**config.mk**
```make
export PLATFORM = sky130hd
export DESIGN_NAME = edge_fetch_seq
export DESIGN_NICKNAME = d
export VERILOG_FILES = /design/src/rtl/edge_fetch_seq_pkg.sv /design/src/rtl/edge_fetch_seq.sv
export SDC_FILE = /design/constraint.sdc
export NUM_CORES = 1
export LEC_CHECK = 0
export CORE_MARGIN = 8
export CORE_UTILIZATION = 50
export DETAILED_ROUTE_END_ITERATION = 16
export PLACE_DENSITY = 0.86
export SLEW_MARGIN = 15
export SYNTH_ARGS = -nofsm -noshare
export SYNTH_HDL_FRONTEND = slang
export SYNTH_SLANG_ARGS = --single-unit
```
**constraint.sdc**
```tcl
create_clock -name clk -period 2.4 [get_ports clk]
set_input_delay 0.48 -clock clk [delete_from_list [all_inputs] [get_ports clk]]
set_output_delay 0.48 -clock clk [all_outputs]
set_load 0.01 [all_outputs]
```
**src/rtl/edge_fetch_seq_pkg.sv**
```systemverilog
// Shared definitions for the path-count edge fetch sequencer.
package edge_fetch_seq_pkg;

  localparam int unsigned NODE_IDX_WIDTH_DEF  = 10;
  localparam int unsigned COUNTER_WIDTH_DEF   = 4;
  localparam int unsigned ACCUM_VAL_WIDTH_DEF = 24;
  localparam int unsigned EDGE_ADDR_WIDTH_DEF = 12;

  typedef enum logic [2:0] {
    ST_IDLE     = 3'd0,
    ST_NODE_RD  = 3'd1,
    ST_NODE_CAP = 3'd2,
    ST_EDGE_RD  = 3'd3,
    ST_EDGE_CAP = 3'd4,
    ST_EMIT     = 3'd5
  } state_t;

endpackage

```
**src/rtl/edge_fetch_seq.sv**
```systemverilog
// Expands one node at a time: reads its edge range from the node table, then
// fetches each edge destination and emits (dst, accum) toward the FIFO push side.
module edge_fetch_seq
  import edge_fetch_seq_pkg::*;
#(
  parameter int unsigned PARAM_NODE_IDX_WIDTH  = NODE_IDX_WIDTH_DEF,
  parameter int unsigned PARAM_COUNTER_WIDTH   = COUNTER_WIDTH_DEF,
  parameter int unsigned PARAM_ACCUM_VAL_WIDTH = ACCUM_VAL_WIDTH_DEF,
  parameter int unsigned PARAM_EDGE_ADDR_WIDTH = EDGE_ADDR_WIDTH_DEF
) (
  input  logic                             clk,
  input  logic                             rst_n,
  input  logic                             start_run,
  input  logic                             req_valid,
  output logic                             req_ready,
  input  logic [PARAM_NODE_IDX_WIDTH-1:0]  req_node_idx,
  input  logic [PARAM_ACCUM_VAL_WIDTH-1:0] req_accum,
  output logic                             node_rd_en,
  output logic [PARAM_NODE_IDX_WIDTH-1:0]  node_idx,
  input  logic [PARAM_EDGE_ADDR_WIDTH-1:0] edge_base,
  input  logic [PARAM_COUNTER_WIDTH-1:0]   edge_count,
  output logic                             edge_rd_en,
  output logic [PARAM_EDGE_ADDR_WIDTH-1:0] edge_addr,
  input  logic [PARAM_NODE_IDX_WIDTH-1:0]  edge_dst_idx,
  output logic                             out_valid,
  input  logic                             out_ready,
  output logic [PARAM_NODE_IDX_WIDTH-1:0]  out_node_idx,
  output logic [PARAM_ACCUM_VAL_WIDTH-1:0] out_accum,
  output logic                             seq_done,
  output logic                             busy
);

  state_t                           r_state, w_next;
  logic [PARAM_NODE_IDX_WIDTH-1:0]  r_node_idx, r_out_node;
  logic [PARAM_ACCUM_VAL_WIDTH-1:0] r_accum, r_out_accum;
  logic [PARAM_COUNTER_WIDTH-1:0]   r_count, r_i, w_i_inc;
  logic [PARAM_EDGE_ADDR_WIDTH-1:0] r_edge_addr;
  logic                             w_load_req, w_node_cap, w_edge_cap, w_xfer, w_last;

  assign w_i_inc      = r_i + PARAM_COUNTER_WIDTH'(1);
  assign w_last       = (w_i_inc == r_count);
  assign busy         = (r_state != ST_IDLE);
  assign node_idx     = r_node_idx;
  assign edge_addr    = r_edge_addr;
  assign out_node_idx = r_out_node;
  assign out_accum    = r_out_accum;

  // Every strobe is gated by start_run so a paused run shows no activity at all.
  always_comb begin
    w_next     = r_state;
    req_ready  = 1'b0;
    node_rd_en = 1'b0;
    edge_rd_en = 1'b0;
    out_valid  = 1'b0;
    seq_done   = 1'b0;
    w_load_req = 1'b0;
    w_node_cap = 1'b0;
    w_edge_cap = 1'b0;
    w_xfer     = 1'b0;
    if (start_run) begin
      unique case (r_state)
        ST_IDLE: begin
          req_ready = 1'b1;
          if (req_valid) begin
            w_load_req = 1'b1;
            w_next     = ST_NODE_RD;
          end
        end
        ST_NODE_RD: begin
          node_rd_en = 1'b1;
          w_next     = ST_NODE_CAP;
        end
        ST_NODE_CAP: begin
          w_node_cap = 1'b1;
          if (edge_count == '0) begin
            seq_done = 1'b1;
            w_next   = ST_IDLE;
          end else begin
            w_next   = ST_EDGE_RD;
          end
        end
        ST_EDGE_RD: begin
          edge_rd_en = 1'b1;
          w_next     = ST_EDGE_CAP;
        end
        ST_EDGE_CAP: begin
          w_edge_cap = 1'b1;
          w_next     = ST_EMIT;
        end
        ST_EMIT: begin
          out_valid = 1'b1;
          if (out_ready) begin
            w_xfer = 1'b1;
            if (w_last) begin
              seq_done = 1'b1;
              w_next   = ST_IDLE;
            end else begin
              w_next   = ST_EDGE_RD;
            end
          end
        end
        default: w_next = ST_IDLE;
      endcase
    end
  end

  always_ff @(posedge clk or negedge rst_n) begin
    if (!rst_n) begin
      r_state <= ST_IDLE;
    end else begin
      r_state <= w_next;
    end
  end

  // The edge address is kept as a running pointer rather than base+i.
  always_ff @(posedge clk or negedge rst_n) begin
    if (!rst_n) begin
      r_node_idx  <= '0;
      r_accum     <= '0;
      r_count     <= '0;
      r_i         <= '0;
      r_edge_addr <= '0;
      r_out_node  <= '0;
      r_out_accum <= '0;
    end else begin
      if (w_load_req) begin
        r_node_idx <= req_node_idx;
        r_accum    <= req_accum;
      end
      if (w_node_cap) begin
        r_count     <= edge_count;
        r_i         <= '0;
        r_edge_addr <= edge_base;
      end
      if (w_edge_cap) begin
        r_out_node  <= edge_dst_idx;
        r_out_accum <= r_accum;
      end
      if (w_xfer) begin
        r_i         <= w_i_inc;
        r_edge_addr <= r_edge_addr + PARAM_EDGE_ADDR_WIDTH'(1);
      end
    end
  end

endmodule

```
==> run metrics <==
status=finished, final reports clean; fin nets=504; CTS resizes=3; Max-cap violations=0; Tcrit/Tclk final=0.964; # diodes=0; Iter 0 DRT Violations=86; Detail Placement HPWL=7070 µm; H-tree Lvls=3; most common cell in the netlist=dfrtp_1; max frequency=432 MHz; Final Critical Period=2310 ps; setup_tns=0 ps; Mapped Avg Cell Area=13.3 µm²; cts hold-fix bufs=0; R2R Path Start=r_state[1]$_DFFE_PN0P_; Setup Viol. Count Final=0; Commonest cells post-synth=dfrtp_1 (91), mux2_2 (65), nand2_1 (28), o21ai_0 (9), buf_2 (8); total CTS buffers=9; Max VDD drop=570 µV; setup ws final=87.4 ps; utilization after layout=0.735; Mapped Area=3910 µm²; Synth top area share=0.583; Clock Tree Buf Depth=2; asr flop ratio synth=1.00; clk slew on worst S/H paths=90 ps; Starting Density=0.511; Placer Congestion=0.860; HP Class=input pin to asynchronous set/reset pin; Hold Vio Cnt, Final=0; largest net degree at the start of global routing=55; Net Count, Synth=361; critical path launch point type=register; fillers=513; Critical Path Source=r_state[2]$_DFFE_PN0P_; post-CTS setup buffer count=0; core area=7650 µm²; Worst-Skew Late Latency=340 ps; Setup Skew=8.04 ps; GRT overflow=0; top post-synthesis cells by area=dfrtp_1 (58%), mux2_2 (19%), nand2_1 (2.7%); Lkg Pwr=2.45 nW; pre-CTS setup slack=-256 ps; Vias=2886; worst setup path class=register to output port; IO Port Bufs=126; area leader, netlist=dfrtp_1; Ports=127; Total Routed Length=9410 µm; Setup crit end=edge_rd_en; RSZ-0062 raised after global routing=no; wire per inst=17.3 µm; post-synth cell types=53; gr usage total=0.180; Layout area overhead=43.9%; global-route wire length before repair=16100 µm; Power Density=1170 nW/µm²; critical path data arrival time=1830 ps; Slew Limit Headroom=0.677; Req. time, crit path=1920 ps; via-per-instance ratio=5.31; vias in the first global route=3128; worst r2r dst=edge_addr[4]$_DFFE_PN0P_; CP Capture Type=output port; die extent in y=104 µm; first drt pass iteration count=4; CP Max Fanout=12; Pins Over Slew Limit=0; Placement Rows=32; Worst-Margin Slew=484 ps; ratio of cells with drive above 1 in the final layout=0.260; register bit total from synthesis=91; Synth Warn #=0; clock root buffer=clkbuf_8; DR DRC count=0; r2r setup slk=520 ps; Die W=104 µm; Sink Count=91; CTS tree=yes; Cells after Synth=294; R2R depth=8; EDFF count, synth=0; total power=0.00659 W; initial antenna violation count=0; Post-DRT Antenna Nets=0; Die ar.=10900 µm²; sequential-to-total area share from yosys stat=0.583; dominant synthesized flop cell=dfrtp_1
==> metal layers <==
metal  part of all wire  wire, µm  GRT usage  up-vias
li1                   -         -          -     1350
met1               0.45      4280      0.236     1405
met2               0.47      4440      0.285      125
met3              0.067       634     0.0539        6
met4             0.0056        53     0.0403        0
met5                  0         0          0        -
==> final cells by class <==
| type | instances | area [µm²] | share of cell area |
|---|---|---|---|
| Inverter | 6 | 22.5 | 0.00401 |
| Clock buffer | 10 | 138 | 0.0245 |
| Multi-Input combinational cell | 184 | 1530 | 0.272 |
| Tap cell | 102 | 128 | 0.0227 |
| Clock inverter | 6 | 93.8 | 0.0167 |
| Timing Repair Buffer | 145 | 1430 | 0.255 |
| Sequential cell | 91 | 2280 | 0.405 |
==> state kept, by name, summed over array words and instances (netlist names) <==
| signal | cells |
|---|---|
| node_idx | 10 |
| r_count | 4 |
| out_accum | 24 |
| out_node_idx | 10 |
| r_i | 4 |
| r_accum | 24 |
| r_state | 3 |
| edge_addr | 12 |
==> metrics by stage <==
step / area [µm²] / hold slack [ps] / instances
floorplan: 3910 / 184 / 294
global placement: 5400 / 468 / 528
detailed placement: 5400 / 479 / 528
CTS: 5630 / 93.3 / 544
global route: 5620 / 104 / 544
finish: 5620 / 86.0 / 544
==> worst max-delay path, cell delays in order (launching register included) <==
cell,delay [ps]
dfrtp_2,510
and2b_1,260
and3_1,180
clkdlybuf4s50_1,540
==> power by group <==
group | internal [W] | switching (W)
logic | 0.00167 | 0.00102
clock network | 0.000624 | 0.000535
registers | 0.00224 | 0.000496
total | 0.00454 | 0.00205
==> worst min-delay path by stage <==
stage	from	end	slack, ps	cells past startpoint
after global routing	rst_n	out_accum[8]$_DFFE_PN0P_	100	1
final	rst_n	out_accum[5]$_DFFE_PN0P_	90	1
after detailed placement	rst_n	out_accum[5]$_DFFE_PN0P_	480	1
after CTS	rst_n	out_accum[5]$_DFFE_PN0P_	90	1
after global placement	r_accum[9]$_DFFE_PN0P_	r_accum[9]$_DFFE_PN0P_	470	1
after floorplan	rst_n	edge_addr[0]$_DFFE_PN0P_	180	0
==> kinds of logic (layout without fill, tap and decap cells) <==
family | after synthesis | count (layout) | share of synthesized area
flops | 91 | 91 | 0.583
fa+ha+maj | 2 | 2 | 0.00641
xor+xnor | 6 | 6 | 0.0135
compound gates | 38 | 38 | 0.0750
mux | 69 | 69 | 0.200
buf+inv | 19 | 167 | 0.0256
simple gates | 69 | 69 | 0.0967
==> cell usage in the layout, fill, tap and decap left out, types with 5 or more instances in the layout <==
cell type | netlist | final
clkdlybuf4s50_1 | 0 | 123
dfrtp_1 | 91 | 89
mux2_2 | 65 | 65
nand2_1 | 28 | 28
buf_4 | 1 | 17
clkbuf_8 | 0 | 10
o21ai_0 | 9 | 9
nor2_1 | 7 | 7
nand3_1 | 5 | 5
inv_1 | 5 | 5
o311ai_0 | 5 | 5
Note: power is estimated with default switching activity, not from simulation.
